<file path="src/rtl/multicycle_ctrl.sv">
// rtl/multicycle_ctrl.sv - RV32I multicycle control unit: 5-state sequencer, instruction decode and memory strobes
module multicycle_ctrl #(
    parameter int MEM_WAIT = 0
) (
    input  logic        clk,
    input  logic        rst,
    input  logic [31:0] instr,
    input  logic        Zero,
    output logic        PCSrc,
    output logic        ALUSrc,
    output logic        RegWrite,
    output logic        MemToReg,
    output logic        MemRead,
    output logic        MemWrite,
    output logic        loadPC,
    output logic [3:0]  ALUCtrl,
    output logic        illegal
);

    typedef enum logic [2:0] {
        S_IF  = 3'd0,
        S_ID  = 3'd1,
        S_EX  = 3'd2,
        S_MEM = 3'd3,
        S_WB  = 3'd4
    } state_t;

    localparam logic [3:0] ALU_AND = 4'b0000;
    localparam logic [3:0] ALU_OR  = 4'b0001;
    localparam logic [3:0] ALU_ADD = 4'b0010;
    localparam logic [3:0] ALU_SUB = 4'b0110;
    localparam logic [3:0] ALU_SLT = 4'b0111;
    localparam logic [3:0] ALU_SRL = 4'b1000;
    localparam logic [3:0] ALU_SLL = 4'b1001;
    localparam logic [3:0] ALU_SRA = 4'b1010;
    localparam logic [3:0] ALU_XOR = 4'b1101;

    localparam logic [3:0] WAIT_LAST = 4'(MEM_WAIT);

    state_t     state;
    state_t     state_next;
    logic [3:0] wait_cnt;

    logic       is_r;
    logic       is_i;
    logic       is_lw;
    logic       is_sw;
    logic       is_beq;
    logic       bad;
    logic [3:0] alu_op;
    logic       mem_hold;
    logic       unused_bits;

    logic [2:0] funct3;
    logic       alt;

    assign funct3      = instr[14:12];
    assign alt         = instr[30];
    assign unused_bits = ^{instr[31], instr[29:15], instr[11:7]};

    always_comb begin
        is_r   = (instr[6:0] == 7'b0110011);
        is_i   = (instr[6:0] == 7'b0010011);
        is_lw  = (instr[6:0] == 7'b0000011);
        is_sw  = (instr[6:0] == 7'b0100011);
        is_beq = (instr[6:0] == 7'b1100011);
        bad    = 1'b0;
        alu_op = ALU_ADD;

        if (is_r || is_i) begin
            // alt selects SUB/SRA; anywhere else it marks an unsupported encoding,
            // except ADDI where bit 30 is just part of the immediate
            case (funct3)
                3'b000: begin
                    alu_op = (is_r && alt) ? ALU_SUB : ALU_ADD;
                end
                3'b001: begin alu_op = ALU_SLL; bad = alt; end
                3'b010: begin alu_op = ALU_SLT; bad = alt; end
                3'b011: begin alu_op = ALU_AND; bad = 1'b1; end
                3'b100: begin alu_op = ALU_XOR; bad = alt; end
                3'b101: begin alu_op = alt ? ALU_SRA : ALU_SRL; end
                3'b110: begin alu_op = ALU_OR;  bad = alt; end
                default: begin alu_op = ALU_AND; bad = alt; end
            endcase
        end else if (is_beq) begin
            alu_op = ALU_SUB;
        end else if (!(is_lw || is_sw)) begin
            bad = 1'b1;
        end

        if (bad) begin
            alu_op = ALU_AND;
        end
    end

    assign mem_hold = (is_lw || is_sw) && (wait_cnt != WAIT_LAST);

    always_ff @(posedge clk or negedge rst) begin
        if (!rst) begin
            state    <= S_IF;
            wait_cnt <= 4'd0;
        end else begin
            state <= state_next;
            if (state == S_MEM && mem_hold) begin
                wait_cnt <= wait_cnt + 4'd1;
            end else begin
                wait_cnt <= 4'd0;
            end
        end
    end

    always_comb begin
        state_next = state;
        PCSrc      = 1'b0;
        RegWrite   = 1'b0;
        MemToReg   = 1'b0;
        MemRead    = 1'b0;
        MemWrite   = 1'b0;
        loadPC     = 1'b0;
        illegal    = 1'b0;
        ALUSrc     = is_i || is_lw || is_sw;
        ALUCtrl    = alu_op;

        case (state)
            S_IF:  state_next = S_ID;
            S_ID:  state_next = S_EX;
            S_EX:  state_next = S_MEM;
            S_MEM: begin
                state_next = mem_hold ? S_MEM : S_WB;
                MemRead    = is_lw;
                MemWrite   = is_sw;
                MemToReg   = is_lw;
            end
            S_WB: begin
                state_next = S_IF;
                MemToReg   = is_lw;
                RegWrite   = (is_r || is_i || is_lw) && !bad;
                loadPC     = 1'b1;
                PCSrc      = is_beq && Zero;
                illegal    = bad;
            end
            default: state_next = S_IF;
        endcase
    end

endmodule

</file>
<file path="config.mk">
export PLATFORM = sky130hd
export DESIGN_NAME = multicycle_ctrl
export DESIGN_NICKNAME = d
export VERILOG_FILES = /design/src/rtl/multicycle_ctrl.sv
export SDC_FILE = /design/constraint.sdc
export NUM_CORES = 1
export LEC_CHECK = 0
export ABC_CLOCK_PERIOD_IN_PS = 3480
export CORE_MARGIN = 5
export CORE_UTILIZATION = 30
export CTS_CLUSTER_DIAMETER = 120
export DETAILED_ROUTE_END_ITERATION = 12
export GPL_TIMING_DRIVEN = 0
export PLACE_DENSITY = 0.75
export RECOVER_POWER = 25
export SYNTH_ARGS = -nofsm -noshare
export SYNTH_HDL_FRONTEND = slang
export SYNTH_SLANG_ARGS = --single-unit
export TNS_END_PERCENT = 5
</file>
<file path="constraint.sdc">
create_clock -name clk -period 3.48 [get_ports clk]
set_input_delay 0.348 -clock clk [delete_from_list [all_inputs] [get_ports clk]]
set_output_delay 0.348 -clock clk [all_outputs]
set_load 0.05 [all_outputs]
</file>
# After elaboration in Yosys (flattened, before gate mapping)
# Cells that the tools add are included.
[classes]
n_addsub = 1
n_eq_ne = 15
mux = 20
n_reduce_logical = 16
[ops]
columns = ["cell", "count"]
rows = [
  ["4-bit one-hot mux with 6 select lines", 1],
  ["7-bit by 6-bit equality test with 1-bit output (second input constant)", 2],
  ["3-bit by 2-bit equality test with 1-bit output (second input constant)", 4],
  ["3-bit equality test (second input constant)", 4],
  ["4-bit 2-to-1 mux", 3],
  ["3-bit one-hot mux with 4 select lines", 1],
  ["1-bit 2-to-1 mux", 10],
  ["3-bit 2-to-1 mux", 3],
  ["7-bit by 2-bit equality test with 1-bit output (second input constant)", 1],
  ["7-bit by 5-bit equality test with 1-bit output (second input constant)", 1],
  ["7-bit equality test (second input constant)", 1],
  ["3-bit by 1-bit equality test with 1-bit output (second input constant)", 2],
  ["3-bit logical NOT", 2],
  ["1-bit logical AND", 5],
  ["1-bit logical OR", 5],
  ["4-bit by 1-bit adder with 4-bit output (second input constant)", 1],
  ["4-bit nonzero test", 1],
  ["2-bit OR reduction", 2],
  ["2-bit 2-to-1 mux", 1],
  ["1-bit one-hot mux with 2 select lines", 1],
  ["1-bit logical NOT", 1],
]
[totals]
reg_bits = 7
in_bits = 35
output_inout_bits = 12
word_cells = 54

# Longest topological paths before layout
[depth]
ltp_word = 8
depth_mapped = 5
depth_no_buf = 5

# Least setup slack after synthesis
# OpenSTA, ideal clock, no wires.
[synth_timing]
path_kind = "input to output"
startpoint = "in instr[13]"
endpoint = "out ALUCtrl[3]"
arrival_ns = 2.382
required_time_ns = 3.132
slack_ns = 0.750
stages = 4
path_buffers = 0
path_cell_list = "or2_1 > a31oi_2 > a21oi_2 > nor4_1"
[synth_between]
elab_chain_cells = 5
elab_cells_between_ends = 13
classes_between = "6 x eq/ne; 5 x mux; 2 x reduce/logical"
[synth_rtl]
columns = ["element", "line_no", "text"]
rows = [
  ["from (decl)", "7", "input logic [31:0] instr,"],
  ["3-bit equality test or 3-bit logical NOT (tied branches)", "73", "case (funct3)"],
  ["2-bit OR reduction (no source line)", "-", ""],
  ["1-bit one-hot mux with 2 select lines", "73", ""],
  ["1-bit 2-to-1 mux", "70", "if (is_r || is_i) begin"],
  ["4-bit 2-to-1 mux *", "91", "if (bad) begin"],
  ["to (decl)", "16", "output logic [3:0] ALUCtrl,"],
]
# Every way passes the cells marked *; elsewhere a longest branch is shown, timed or not.

# Final worst setup path
# Ends and elaborated chain as after synthesis.

==> metrics.txt <==
Placement Cell Area 843 µm²; met2 WL post-DR 681 µm; Startpoint Class primary input; Yosys cell types 31; Worst VDD drop 0.166 mV; layout cells sized above 1 0.111; Critical Path Source instr[13]; commonest cells after routing, fill and taps aside 23 x clkdlybuf4s50_1, 10 x nor2_1, 8 x inv_1; die area 2880 µm²; post-cts sizing count 0; final hold violations 0; RSZ-0062 raised after global routing false; Slew HR 0.651; leading area contributor after synthesis dfrtp_1; Post-CTS Setup Repair Bufs 0; Clock power frac 0.235; Net Sw Power 0.117 mW; Synth area leaders dfrtp_1 31%, nor2_1 6.6%, nor3_1 5.3%, inv_1 5.3%, a2111oi_4 4.8%; M1 WL 620 µm; Die Ht 53.7 µm; clock-pin slew on the worst setup and hold paths 0.05 ns; Fin Setup TNS 0 ns; final critical-path share of the clock period 0.849; Worst Skew 0.000372 ns; commonest non-fill, non-tap cell in the layout clkdlybuf4s50_1; Area Growth Syn to Fin 52.1%; max layer used met4; Cells after Synth 71; overflow left after global routing 0; Detailed Place HPWL 1.21 mm; maxcap violations 0; row cnt 15; gr usage total 0.120; Post-Syn Area per Cell 8.05 µm²; DR WL met3 130 µm; Worst-Skew Late Latency 0.25 ns; deepest clock path buffer count 2; largest net degree at the start of global routing 11; WP data arrival 2.61 ns; I/O Buffers 24; DR iter-0 viols 12; Final ANT Viol Nets 0; routability cong. 0.807; Post-CTS Hold Buffers 0; Synthesis Warnings 0; Ports 47; utilization after layout 0.493; crit path capture ALUCtrl[3]; cell area after synthesis 572 µm²; Min-Delay Path Class in -> async; fin. max-slew vios 0; status complete, no violations; 1st-pass router iterations 4; post-synthesis net count 108; CP required 3.13 ns; H-tree levels 1; total power per unit cell area 354 nW/µm²; final instance area 870 µm²; initial core utilization 0.324; first-pass GRT wire length 2.56 mm; worst flop-to-flop path startpoint wait_cnt[0]; endpoints failing setup 0; chip width 53.7 µm; Sw Share 0.378; DR WL/cell 11.7 µm; core area 1760 µm²; Max Fclk 339 MHz; CTS Buf Count 3; Yosys reg bits 7; Worst-Margin Slew 0.523 ns; number of global-route vias before repair 627; crit-path max FO 7; CTS tree built; Sink Count 7; root buf cell clkbuf_4; layout net count 137; Final Power 0.308 mW; sequential power share 0.368; r2r setup slk 2.19 ns; Remaining DRCs 0; Worst Path Class, Setup in -> out; Pleak 0.335 nW; register area share after synthesis 0.306; initial antenna violation count 0; combinational power share 0.396; R2R cell count 5; R2R Path End wait_cnt[3]; final WL 1.45 mm; worst hold slack 0.425 ns; Worst setup EP type primary output; via count 612; Tmin final 2.95 ns; internal power 0.192 mW; Antenna Cells 0; Via density 4.94; Yosys top cell area share 0.306
## critical path, stage by stage
cell and delay, ns:
clkdlybuf4s50_1 0.52, or2_1 0.29, a31oi_2 0.23, a21oi_2 0.12, nor4_1 0.23, clkdlybuf4s50_1 0.87
## synthesized netlist by cell type
cell type and n:
xor2_1 2, a31oi_2 1, o21ai_1 1, o21ai_0 1
a2111oi_4 1, or2_4 1, a21oi_1 5, nand4_1 1
nor4_1 3, a31oi_1 2, buf_4 1, inv_1 8
a21oi_2 1, nor2_1 10, a2111oi_0 1, buf_2 2
nand4bb_1 1, a311oi_1 1, nor3_1 6, nand2b_1 1
o21a_1 1, or2_1 1, nand3_1 2, ha_1 2
nand2_1 3, and2b_1 1, xnor2_1 1, dfrtp_1 7
or2_2 1, o21bai_1 1, a41oi_1 1
## per-layer routing
layer,global-route usage,vias to the layer above
met5,0,-
met4,0.0851,0
met3,0.0332,2
met2,0.194,27
met1,0.135,277
li1,-,306
## worst min path at each step
stage | startpoint | endpoint | slack [ns] | cells after the start
floorplan | rst | state[0] | 0.05 | 0
global placement | wait_cnt[0] | wait_cnt[0] | 0.47 | 1
detailed placement | wait_cnt[0] | wait_cnt[0] | 0.48 | 1
CTS | rst | wait_cnt[2] | 0.36 | 1
global route | rst | wait_cnt[1] | 0.45 | 1
finish | rst | wait_cnt[0] | 0.43 | 1
## power by group through the flow
stage	logic (mW)	registers, mW	clock network [mW]
after floorplan	0.0807	0.111	0
after global placement	0.120	0.113	0
after detailed placement	0.122	0.114	0
after global routing	0.135	0.117	0.0808
final	0.122	0.114	0.0725
after CTS	0.122	0.113	0.0763
## sequential cells by signal, indices dropped and copies added (netlist names)
register and flops:
wait_cnt 4, state 3
## stage by stage
| stage | worst slack (ns) | std cells |
|---|---|---|
| 2_1_floorplan | 0.750 | 71 |
| 3_3_place_gp | 0.552 | 120 |
| 3_5_place_dp | 0.520 | 120 |
| 4_1_cts | 0.530 | 124 |
| 5_1_grt | 0.371 | 124 |
| 6_report | 0.526 | 124 |
## final cells by class
| type | count | area, µm² |
|---|---|---|
| timing repair buffer | 24 | 240 |
| inverter | 8 | 30.0 |
| tap | 25 | 31.3 |
| fill | 191 | 895 |
| sequential | 7 | 175 |
| clock buffer | 4 | 26.3 |
| multi-input combinational | 53 | 349 |
| buffer | 3 | 17.5 |
## cells by family after synthesis
| group | synth area share |
|---|---|
| AO/OA/AOI/OAI | 0.241 |
| XOR/XNOR | 0.0460 |
| adder cells (fa/ha/maj) | 0.0438 |
| buffers and inverters | 0.0832 |
| flip-flops | 0.306 |
| AND/OR/NAND/NOR | 0.280 |
Note: power is estimated with default switching activity, not from simulation.
